**config.mk**
```make
export PLATFORM = sky130hd
export DESIGN_NAME = dmem_arbiter
export DESIGN_NICKNAME = d
export VERILOG_FILES = /design/src/rtl/dmem_arb_pkg.sv /design/src/rtl/dmem_arb_age_cnt.sv /design/src/rtl/dmem_arbiter.sv
export SDC_FILE = /design/constraint.sdc
export NUM_CORES = 1
export LEC_CHECK = 0
export BUFFER_PORTS_ARGS = -buffer_cell sky130_fd_sc_hd__clkbuf_2
export CELL_PAD_IN_SITES_DETAIL_PLACEMENT = 0
export CELL_PAD_IN_SITES_GLOBAL_PLACEMENT = 1
export CORE_AREA = 2 2 115 117
export CTS_CLUSTER_SIZE = 12
export DETAILED_ROUTE_END_ITERATION = 6
export DIE_AREA = 0 0 117 119
export GPL_ROUTABILITY_DRIVEN = 0
export GPL_TIMING_DRIVEN = 0
export PLACE_DENSITY_LB_ADDON = 0.1
export SYNTH_ARGS = -nofsm -noshare
export SYNTH_HDL_FRONTEND = slang
export SYNTH_SLANG_ARGS = --single-unit
```
**constraint.sdc**
```tcl
create_clock -name clk -period 5.1 [get_ports clk]
set_clock_uncertainty 0.05 [all_clocks]
set_input_delay 0.51 -clock clk [delete_from_list [all_inputs] [get_ports clk]]
set_output_delay 0.51 -clock clk [all_outputs]
set_load 0.02 [all_outputs]
```
**src/rtl/dmem_arb_pkg.sv**
```systemverilog
// dmem_arb_pkg: shared state/grant types and counter width for the data-memory arbiter
package dmem_arb_pkg;
   typedef enum logic {ARB_IDLE, ARB_CPU_RD_PEND} arb_state_e;
   typedef enum logic [1:0] {GNT_NONE, GNT_CPU, GNT_HOST} arb_gnt_e;
   localparam int WAIT_W = 4;
endpackage

```
**src/rtl/dmem_arb_age_cnt.sv**
```systemverilog
// dmem_arb_age_cnt: saturating count of consecutive cycles the host has lost arbitration
module dmem_arb_age_cnt import dmem_arb_pkg::*; #(
   parameter int MAX_WAIT = 4
) (
   input  logic              clk,
   input  logic              reset,
   input  logic              inc,
   input  logic              clr,
   output logic [WAIT_W-1:0] cnt,
   output logic              sat
);
   assign sat = cnt == WAIT_W'(MAX_WAIT);
   // count host losses, holding at MAX_WAIT until the host is served or withdraws
   always_ff @(posedge clk)
      if (!reset || clr) cnt <= '0;
      else if (inc && !sat) cnt <= cnt + 1'b1;
endmodule

```
**src/rtl/dmem_arbiter.sv**
```systemverilog
// dmem_arbiter: core/host arbiter for a synchronous single-port data RAM (optional perf counters: DMEM_ARB_PERF_CNT_EN)
module dmem_arbiter import dmem_arb_pkg::*; #(
   parameter int ADDR_W   = 32,
   parameter int DATA_W   = 32,
   parameter int MAX_WAIT = 4
) (
   input  logic              clk,
   input  logic              reset,
   input  logic              cpu_req,
   input  logic              cpu_we,
   input  logic [ADDR_W-1:0] cpu_addr,
   input  logic [DATA_W-1:0] cpu_wdata,
   output logic [DATA_W-1:0] cpu_rdata,
   output logic              cpu_stall,
   input  logic              host_req,
   input  logic              host_we,
   input  logic [ADDR_W-1:0] host_addr,
   input  logic [DATA_W-1:0] host_wdata,
   output logic              host_ready,
   output logic              host_rvalid,
   output logic [DATA_W-1:0] host_rdata,
   output logic              mem_en,
   output logic              mem_we,
   output logic [ADDR_W-1:0] mem_addr,
   output logic [DATA_W-1:0] mem_wdata,
   input  logic [DATA_W-1:0] mem_rdata
`ifdef DMEM_ARB_PERF_CNT_EN
   ,
   output logic [31:0]       perf_stall_cnt,
   output logic [31:0]       perf_host_cnt
`endif
);
   arb_state_e        state, state_nxt;
   arb_gnt_e          gnt;
   logic [WAIT_W-1:0] wait_cnt;
   logic              wait_sat, rd_host_q;

   dmem_arb_age_cnt #(.MAX_WAIT(MAX_WAIT)) u_age (
      .clk   (clk),
      .reset (reset),
      .inc   (host_req && !host_ready),
      .clr   (!host_req || host_ready),
      .cnt   (wait_cnt),
      .sat   (wait_sat)
   );

   // grant selection, next state and RAM/handshake drive; a pending core load blocks core re-issue
   always_comb begin
      gnt = !reset ? GNT_NONE :
            state == ARB_CPU_RD_PEND ? (host_req ? GNT_HOST : GNT_NONE) :
            host_req && (!cpu_req || wait_sat) ? GNT_HOST :
            cpu_req ? GNT_CPU : GNT_NONE;
      state_nxt = gnt == GNT_CPU && !cpu_we ? ARB_CPU_RD_PEND : ARB_IDLE;
      host_ready = gnt == GNT_HOST;
      cpu_stall = reset && state == ARB_IDLE && cpu_req && !(gnt == GNT_CPU && cpu_we);
      mem_en = gnt != GNT_NONE;
      mem_we = host_ready ? host_we : gnt == GNT_CPU && cpu_we;
      mem_addr = host_ready ? host_addr : cpu_addr;
      mem_wdata = host_ready ? host_wdata : cpu_wdata;
   end

   // state register and flag marking that the data arriving next cycle belongs to the host
   always_ff @(posedge clk)
      if (!reset) begin
         state <= ARB_IDLE;
         rd_host_q <= 1'b0;
      end else begin
         state <= state_nxt;
         rd_host_q <= host_ready && !host_we;
      end

   assign host_rvalid = rd_host_q && reset;
   assign host_rdata = mem_rdata;
   assign cpu_rdata = mem_rdata;

`ifdef DMEM_ARB_PERF_CNT_EN
   // free-running event counters for core stall cycles and host grants
   always_ff @(posedge clk)
      if (!reset) begin
         perf_stall_cnt <= '0;
         perf_host_cnt <= '0;
      end else begin
         perf_stall_cnt <= perf_stall_cnt + 32'(cpu_stall);
         perf_host_cnt <= perf_host_cnt + 32'(host_ready);
      end
`endif
endmodule

```
==> results of run 1 <==
[final cells by class]
type	instances	area (um2)
buffer	71	572
clock buffer	3	75.1
fill	1439	9470
inverter	2	7.51
multi-input combinational	92	1080
sequential	6	120
tap	176	220
timing repair buffer	266	1330
[stage by stage]
| stage | setup slack (ns) | cell area, um2 | hold slack, ns | std cells | total power [mW] |
|---|---|---|---|---|---|
| finish | 2.44 | 3410 | 0.411 | 616 | 0.501 |
| global route | 2.31 | 3410 | 0.426 | 616 | 0.529 |
| CTS | 2.40 | 3410 | 0.420 | 616 | 0.509 |
| detailed placement | 2.64 | 3330 | 0.412 | 613 | 0.378 |
| global placement | 2.64 | 3330 | 0.401 | 613 | 0.378 |
| floorplan | 2.92 | 1780 | 0.380 | 171 | 0.259 |
[kinds of logic (layout without fill, tap and decap cells)]
logic type | after synthesis | in the layout
mux | 65 | 65
fa+ha+maj | 2 | 2
simple gates | 20 | 20
buf+inv | 73 | 342
xor+xnor | 1 | 1
compound gates | 4 | 4
flops | 6 | 6
[routing by layer]
layer  up-vias  part of all wire  GRT usage
li1       1060                 -          -
met1       921              0.32     0.0835
met5         -                 0          0
met2       143              0.58      0.196
met4         0            0.0081     0.0147
met3         4             0.093    0.00865
[path summary, 6_finish.rpt]
path	endpoint	slack [ns]	cells past startpoint
worst max-delay path	mem_wdata[0]	2.44	8
worst min-delay path	u_age.cnt[0]$_SDFFE_PP0P_	0.41	1
worst max register to register	u_age.cnt[2]$_SDFFE_PP0P_	3.58	5
worst min register to register	u_age.cnt[0]$_SDFFE_PP0P_	0.41	1
[where the power goes]
part / leakage [nW] / switching, mW / internal (mW)
Clock: 0.0370 / 0.0268 / 0.101
Sequential: 0.0487 / 0.000556 / 0.0482
Combinational: 1.95 / 0.157 / 0.168
Total: 2.04 / 0.184 / 0.316
[sequential cells by signal, indices dropped and copies added, names as in the netlist]
signal	count
rd_host_q	1
u_age.cnt	4
state	1
[worst reg2reg max path, delay by kind of cell, from the launching register on]
family,cells,cell delay [ns]
buf+inv,1,0.06
simple gates,3,0.77
fa+ha+maj,1,0.22
flops,1,0.37
[synthesized netlist by cell type (all sizes together)]
cell    number
buf         71
mux2        64
nor2         7
dfxtp        6
nand2        3
ha           2
inv          2
nand3        2
a21oi        1
and2         1
and3b        1
mux2i        1
nand2b       1
nand4b       1
nor2b        1
nor3         1
nor3b        1
o21a         1
o21ba        1
o22ai        1
or3          1
xnor2        1
==> flow_summary.ini, run 1 <==
[finish]
syn_to_final_growth_pct = 91.4
layout_commonest_cell = clkbuf_2
nets = 610
mostFrequentLayoutCells = clkbuf_2 (266), buf_4 (64), mux2_4 (49)
diodes = 0
drive_gt1_frac = 0.918
final_util = 0.265

[routing]
avgRoutedWirePerCell_um = 11.7
dr.pass1.iters = 4
drt-initial-drc-count = 23
drc_errors = 0
vias_per_cell = 3.45
antenna_left = 0
num_vias = 2128
wl_mm = 7.19

[die]
rows = 42
initial_utilization = 0.138
dieHeight_um = 119
die_area_um2 = 13900
die_w_um = 117
core-area_um2 = 12900
io-pin-count = 299

[grt]
grt_pass1_wl_mm = 9.69
grt_max_degree = 11
grt_overflow = 0
antenna_found_initial = 0
grt_usage = 0.0886
grt_pass1_vias = 2017

[logic_synthesis]
synth_area_leaders = mux2_4 (41%), buf_4 (27%), mux2_2 (9.5%), dfxtp_1 (6.8%), buf_8 (4.2%)
yosysTopAreaCell = mux2_4
synth_warnings = 0
synth_fp_nets = 339
yosys.area_share.xor_xnor = 0.00492
syn_inst = 171
yosys.area_share.simple = 0.0577
synthesis.area_um2 = 1780
synth_top_family_by_area = multiplexers
avgSynthCellArea_um2 = 10.4
muxShareOfSynthArea = 0.514
ys_seq_area_frac = 0.0675
synth-seq-cells = 6
synth_adder_area_share = 0.0141
synth_top_area_share = 0.414
ys_types = 26
synth-compound-area-share = 0.0162

[setup_path]
crit_buf_inv = 4
crit_family = buffers and inverters
slowest_delay_ns = 0.37
cp-start-kind = flop
crit_type = flop to output pin
worstPathRequired_ns = 4.54
crit_slowest_cell = dfxtp_1
worstPathArrival_ns = 2.10
cp-end-kind = output pin
path_cells = inv_1, ha_1, and3b_1, o21ba_1, buf_6, buf_8, mux2_4, clkbuf_2
worstSetupStartpoint = u_age.cnt[0]$_SDFFE_PP0P_
crit_fanout = 10
r2r_start = u_age.cnt[0]$_SDFFE_PP0P_

[timing]
hold_viol = 0
grt_setup_unrepaired = no
setup_tns_ns = 0
final-setup-viol-count = 0
slew_violations = 0
fmax_mhz = 376
finalCriticalPeriod_ns = 2.66
finalCritPeriodShare = 0.521
slew_headroom = 0.855
worstMarginPinSlew_ns = 0.217

[cts]
cts_buffers = 3
cts_resized = 0
htree_levels = 1
clk_path_buf_depth = 2
hold_buffers = 0
postCtsSetupBuffers = 0
clockRootBuffer = clkbuf_16
tritoncts = done
cts_sinks = 6
path_clk_slew_ns = 0.03
clk_latency_ns = 0.23

[placement]
numPortBuffers = 266
dp_hpwl_mm = 6.75

[hold_path]
hold_start = u_age.cnt[0]$_SDFFE_PP0P_
holdCritPathClass = flop to flop

[pwr]
leakage_nw = 2.04
vdd_drop_max_v = 0.0000792
cellPowerDensity_nw_per_um2 = 147

[flow_run]
cap_violations = 0

[run_status]
status = completed
Power figures use the tool's default switching activity.
==> run 2, diff against run 1 <==
==> constraint.sdc (replaced) <==
create_clock -name clk -period 2.5 [get_ports clk]
set_clock_uncertainty 0.05 [all_clocks]
set_input_delay 0.25 -clock clk [delete_from_list [all_inputs] [get_ports clk]]
set_output_delay 0.25 -clock clk [all_outputs]
set_load 0.02 [all_outputs]
==> flow_summary.ini, run 2 (synthesis gave the netlist of run 1 again) <==
[cts]
htree_levels = 1
clk_latency_ns = 0.23
tritoncts = done
cts_buffers = 3
path_clk_slew_ns = 0.03
cts_sinks = 6
postCtsSetupBuffers = 0
clk_path_buf_depth = 2
clockRootBuffer = clkbuf_16
hold_buffers = 0

[routing]
drc_errors = 0
drt-initial-drc-count = 23
vias_per_cell = 3.46
dr.pass1.iters = 4
num_vias = 2130
avgRoutedWirePerCell_um = 11.7
antenna_left = 0
wl_mm = 7.18

[finish]
largest_reg_flops = 4
largest_register = u_age.cnt
layout_commonest_cell = clkbuf_2
diodes = 0
nets = 610
reg_top3 = u_age.cnt (4), rd_host_q (1), state (1)
drive_gt1_frac = 0.920
finalInstanceArea_um2 = 3420
mostFrequentLayoutCells = clkbuf_2 (266), buf_4 (64), mux2_4 (49)
syn_to_final_growth_pct = 92.0

[grt]
use_met3 = 0.00865
grt_usage = 0.0886
use_met1 = 0.0835
grt_max_degree = 11
grt_overflow = 0
grt_pass1_wl_mm = 9.69
antenna_found_initial = 0
met2_usage = 0.196
busiest_layer = met2
grt_pass1_vias = 2017

[die]
dieHeight_um = 119
initial_utilization = 0.138
die_w_um = 117
io-pin-count = 299
core-area_um2 = 12900
rows = 42
die_area_um2 = 13900

[pwr]
leakage_nw = 2.04
vdd_drop_max_v = 0.000162
cellPowerDensity_nw_per_um2 = 299

[timing]
worstMarginPinSlew_ns = 0.217
final-setup-viol-count = 0
slew_headroom = 0.855
fmax_mhz = 423
setup_tns_ns = 0
hold_viol = 0
slew_violations = 0
finalCritPeriodShare = 0.945
finalCriticalPeriod_ns = 2.36
grt_setup_unrepaired = no

[hold_path]
holdCritPathClass = input pin to flop

[setup_path]
worstPathArrival_ns = 2.06
cp-start-kind = flop
cp-end-kind = output pin
worstPathRequired_ns = 2.20
crit_fanout = 10
crit_type = flop to output pin
slowest_delay_ns = 0.35
crit_slowest_cell = dfxtp_1
path_cells = inv_1, ha_1, and3b_1, o21ba_1, buf_12, buf_8, mux2_4, clkbuf_2

[run_status]
status = completed

[placement]
place_area_um2 = 3330
dp_hpwl_mm = 6.75
numPortBuffers = 266

[flow_run]
cap_violations = 0
## run 2: cell types whose count changed in the layout (fill, tap and decap cells not counted)
cell     change
buf_12       +1
buf_6        -1
dfxtp_1      -1
dfxtp_2      +1
## run 2: layout make-up
| cell class | count | area [um2] |
|---|---|---|
| fillers | 1438 | 9460 |
| repair buffers | 266 | 1330 |
| multi-input cells | 92 | 1080 |
| plain buffers | 71 | 581 |
| well taps | 176 | 220 |
| flip-flops and latches | 6 | 121 |
| clock buffers | 3 | 75.1 |
| inverters | 2 | 7.51 |
## run 2: power by group
group / internal, mW / total, mW / switching, mW
registers: 0.0985 / 0.0996 / 0.00113
clock network: 0.205 / 0.258 / 0.0531
logic: 0.343 / 0.664 / 0.321
total: 0.647 / 1.02 / 0.375
## run 2: path summary, 6_finish.rpt
check	start	endpoint	slack [ns]	depth (start not counted)
worst min register to register	u_age.cnt[0]$_SDFFE_PP0P_	u_age.cnt[0]$_SDFFE_PP0P_	0.38	1
worst max register to register	u_age.cnt[1]$_SDFFE_PP0P_	u_age.cnt[2]$_SDFFE_PP0P_	1.02	5
worst min-delay path	host_we	rd_host_q$_SDFF_PN0_	0.16	2
worst max-delay path	u_age.cnt[1]$_SDFFE_PP0P_	mem_wdata[0]	0.14	8
## run 2: critical path, delay by kind of cell, from the launching register on
| kind | cells | cell delay (ns) |
|---|---|---|
| mux | 1 | 0.30 |
| fa+ha+maj | 1 | 0.20 |
| simple gates | 1 | 0.20 |
| buf+inv | 4 | 0.54 |
| compound gates | 1 | 0.23 |
| flops | 1 | 0.35 |
## run 2: routing by layer
layer | routed length, um | share of wire
met4 | 58 | 0.0081
met5 | 0 | 0
met2 | 4150 | 0.58
met3 | 668 | 0.093
met1 | 2310 | 0.32
## run 2: through the flow
stage	utilization	worst slack (ns)	hold slack [ns]	cells	power (mW)
after floorplan	-	0.577	0.276	171	0.527
after global placement	0.259	0.303	0.397	613	0.772
after detailed placement	0.259	0.302	0.402	613	0.772
after CTS	0.265	0.0571	0.163	616	1.04
after global routing	0.265	0.00690	0.166	616	1.08
final	0.265	0.137	0.165	616	1.02
## run 2: repair_timing
action	4_1_cts	5_1_grt
setup endpoints to repair	0	9
endpoints found under the hold margin	0	0
gates resized for setup	0	3
==> run 3, diff against run 2 <==
--- a/config.mk
+++ b/config.mk
@@ -15,6 +15,7 @@
 export GPL_ROUTABILITY_DRIVEN = 0
 export GPL_TIMING_DRIVEN = 0
 export PLACE_DENSITY_LB_ADDON = 0.1
+export REMOVE_ABC_BUFFERS = 1
 export SYNTH_ARGS = -nofsm -noshare
 export SYNTH_HDL_FRONTEND = slang
 export SYNTH_SLANG_ARGS = --single-unit
==> flow_summary.ini, run 3 (synthesis gave the netlist of run 1 again) <==
[timing]
hold_viol = 0
fmax_mhz = 422
final-setup-viol-count = 0
finalCriticalPeriod_ns = 2.37
holdWs_ns = 0.165
grt_setup_unrepaired = no
setup_tns_ns = 0
fin_ws_ns = 0.128
finalCritPeriodShare = 0.949
slew_violations = 0
slew_headroom = 0.771
worstMarginPinSlew_ns = 0.343

[pwr]
p_clk_frac = 0.316
internal_power_mw = 0.545
combPwrFrac = 0.564
power_switching_mw = 0.289
cellPowerDensity_nw_per_um2 = 322
p_sw_frac = 0.346
leakage_nw = 1.45
power.share.sequential = 0.119
vdd_drop_max_v = 0.000146
totalPowerFinal_mw = 0.834

[hold_path]
holdCritPathClass = input pin to flop

[routing]
dr.pass1.iters = 4
antenna_left = 0
drc_errors = 0
wl_mm = 9.25
drt-initial-drc-count = 81
vias_per_cell = 3.60
num_vias = 1752
avgRoutedWirePerCell_um = 19.0

[cts]
clockRootBuffer = clkbuf_16
hold_buffers = 0
cts_sinks = 6
clk_path_buf_depth = 2
htree_levels = 1
tritoncts = done
cts_buffers = 3
path_clk_slew_ns = 0.04
clk_latency_ns = 0.23

[finish]
largest_register = u_age.cnt
largest_reg_flops = 4
fillers = 1442
layout_commonest_cell = clkbuf_2
mostFrequentLayoutCells = clkbuf_2 (202), mux2_4 (49), mux2_2 (15)
finalInstanceArea_um2 = 2590
syn_to_final_growth_pct = 45.4
nets = 480
stdcell_count = 486
drive_gt1_frac = 0.890
diodes = 0
reg_top3 = u_age.cnt (4), rd_host_q (1), state (1)
final_util = 0.201

[setup_path]
crit_type = flop to output pin
cp-end-kind = output pin
worstPathRequired_ns = 2.20
cp-start-kind = flop
crit_fanout = 38
worstPathArrival_ns = 2.07
r2r_setup_slack_ns = 0.91

[placement]
dp_hpwl_mm = 7.93
placed_cells = 479
place_area_um2 = 2470
numPortBuffers = 202
place_ws_ns = -0.114

[grt]
grt_pass1_wl_mm = 12.4
grt_overflow = 0
grt_pass1_vias = 1843
grt_max_degree = 39
antenna_found_initial = 0
grt_usage = 0.126

[die]
dieHeight_um = 119
io-pin-count = 299
die_w_um = 117
die_area_um2 = 13900
rows = 42
core-area_um2 = 12900
initial_utilization = 0.138

[flow_run]
cap_violations = 0

[run_status]
status = completed
run 3: final cells by class:
cell class              instances  area [um2]  share of cell area
multi-input cells              93        1100               0.426
flip-flops and latches          6         120              0.0464
clock buffers                   3        75.1              0.0290
inverters                       2        7.51             0.00290
repair buffers                206        1060               0.410
well taps                     176         220              0.0851
run 3: layer usage:
metal	GRT usage	share of wire	vias to the layer above
li1	-	-	802
met1	0.137	0.38	776
met2	0.184	0.45	168
met3	0.118	0.18	6
met4	0.00882	0.0021	0
met5	0.0471	0	-
run 3: path summary, 6_finish.rpt:
kind | endpoint | depth (start not counted) | startpoint
max | mem_addr[30] | 7 | u_age.cnt[0]$_SDFFE_PP0P_
max reg2reg | u_age.cnt[2]$_SDFFE_PP0P_ | 5 | u_age.cnt[0]$_SDFFE_PP0P_
min reg2reg | u_age.cnt[0]$_SDFFE_PP0P_ | 1 | u_age.cnt[0]$_SDFFE_PP0P_
min | rd_host_q$_SDFF_PN0_ | 2 | host_we
run 3: power by group through the flow:
stage	Combinational, mW	Clock (mW)	Sequential (mW)
2_1_floorplan	0.274	0	0.101
3_3_place_gp	0.486	0	0.101
3_5_place_dp	0.472	0	0.101
4_1_cts	0.479	0.270	0.0996
5_1_grt	0.502	0.277	0.0998
6_report	0.471	0.264	0.0996
run 3: worst max-delay path, cell delays in order (launching register included):
cell and delay (ns):
dfxtp_1 0.38, inv_1 0.06, ha_1 0.22, and3b_2 0.23
o21ba_4 0.22, buf_16 0.19, mux2_4 0.33, clkbuf_2 0.16
run 3: timing repair:
item,CTS,global route
gates resized for setup,1,1
pin swaps,1,0
cloned,1,0
setup endpoints to repair,46,50
setup buffers,1,2
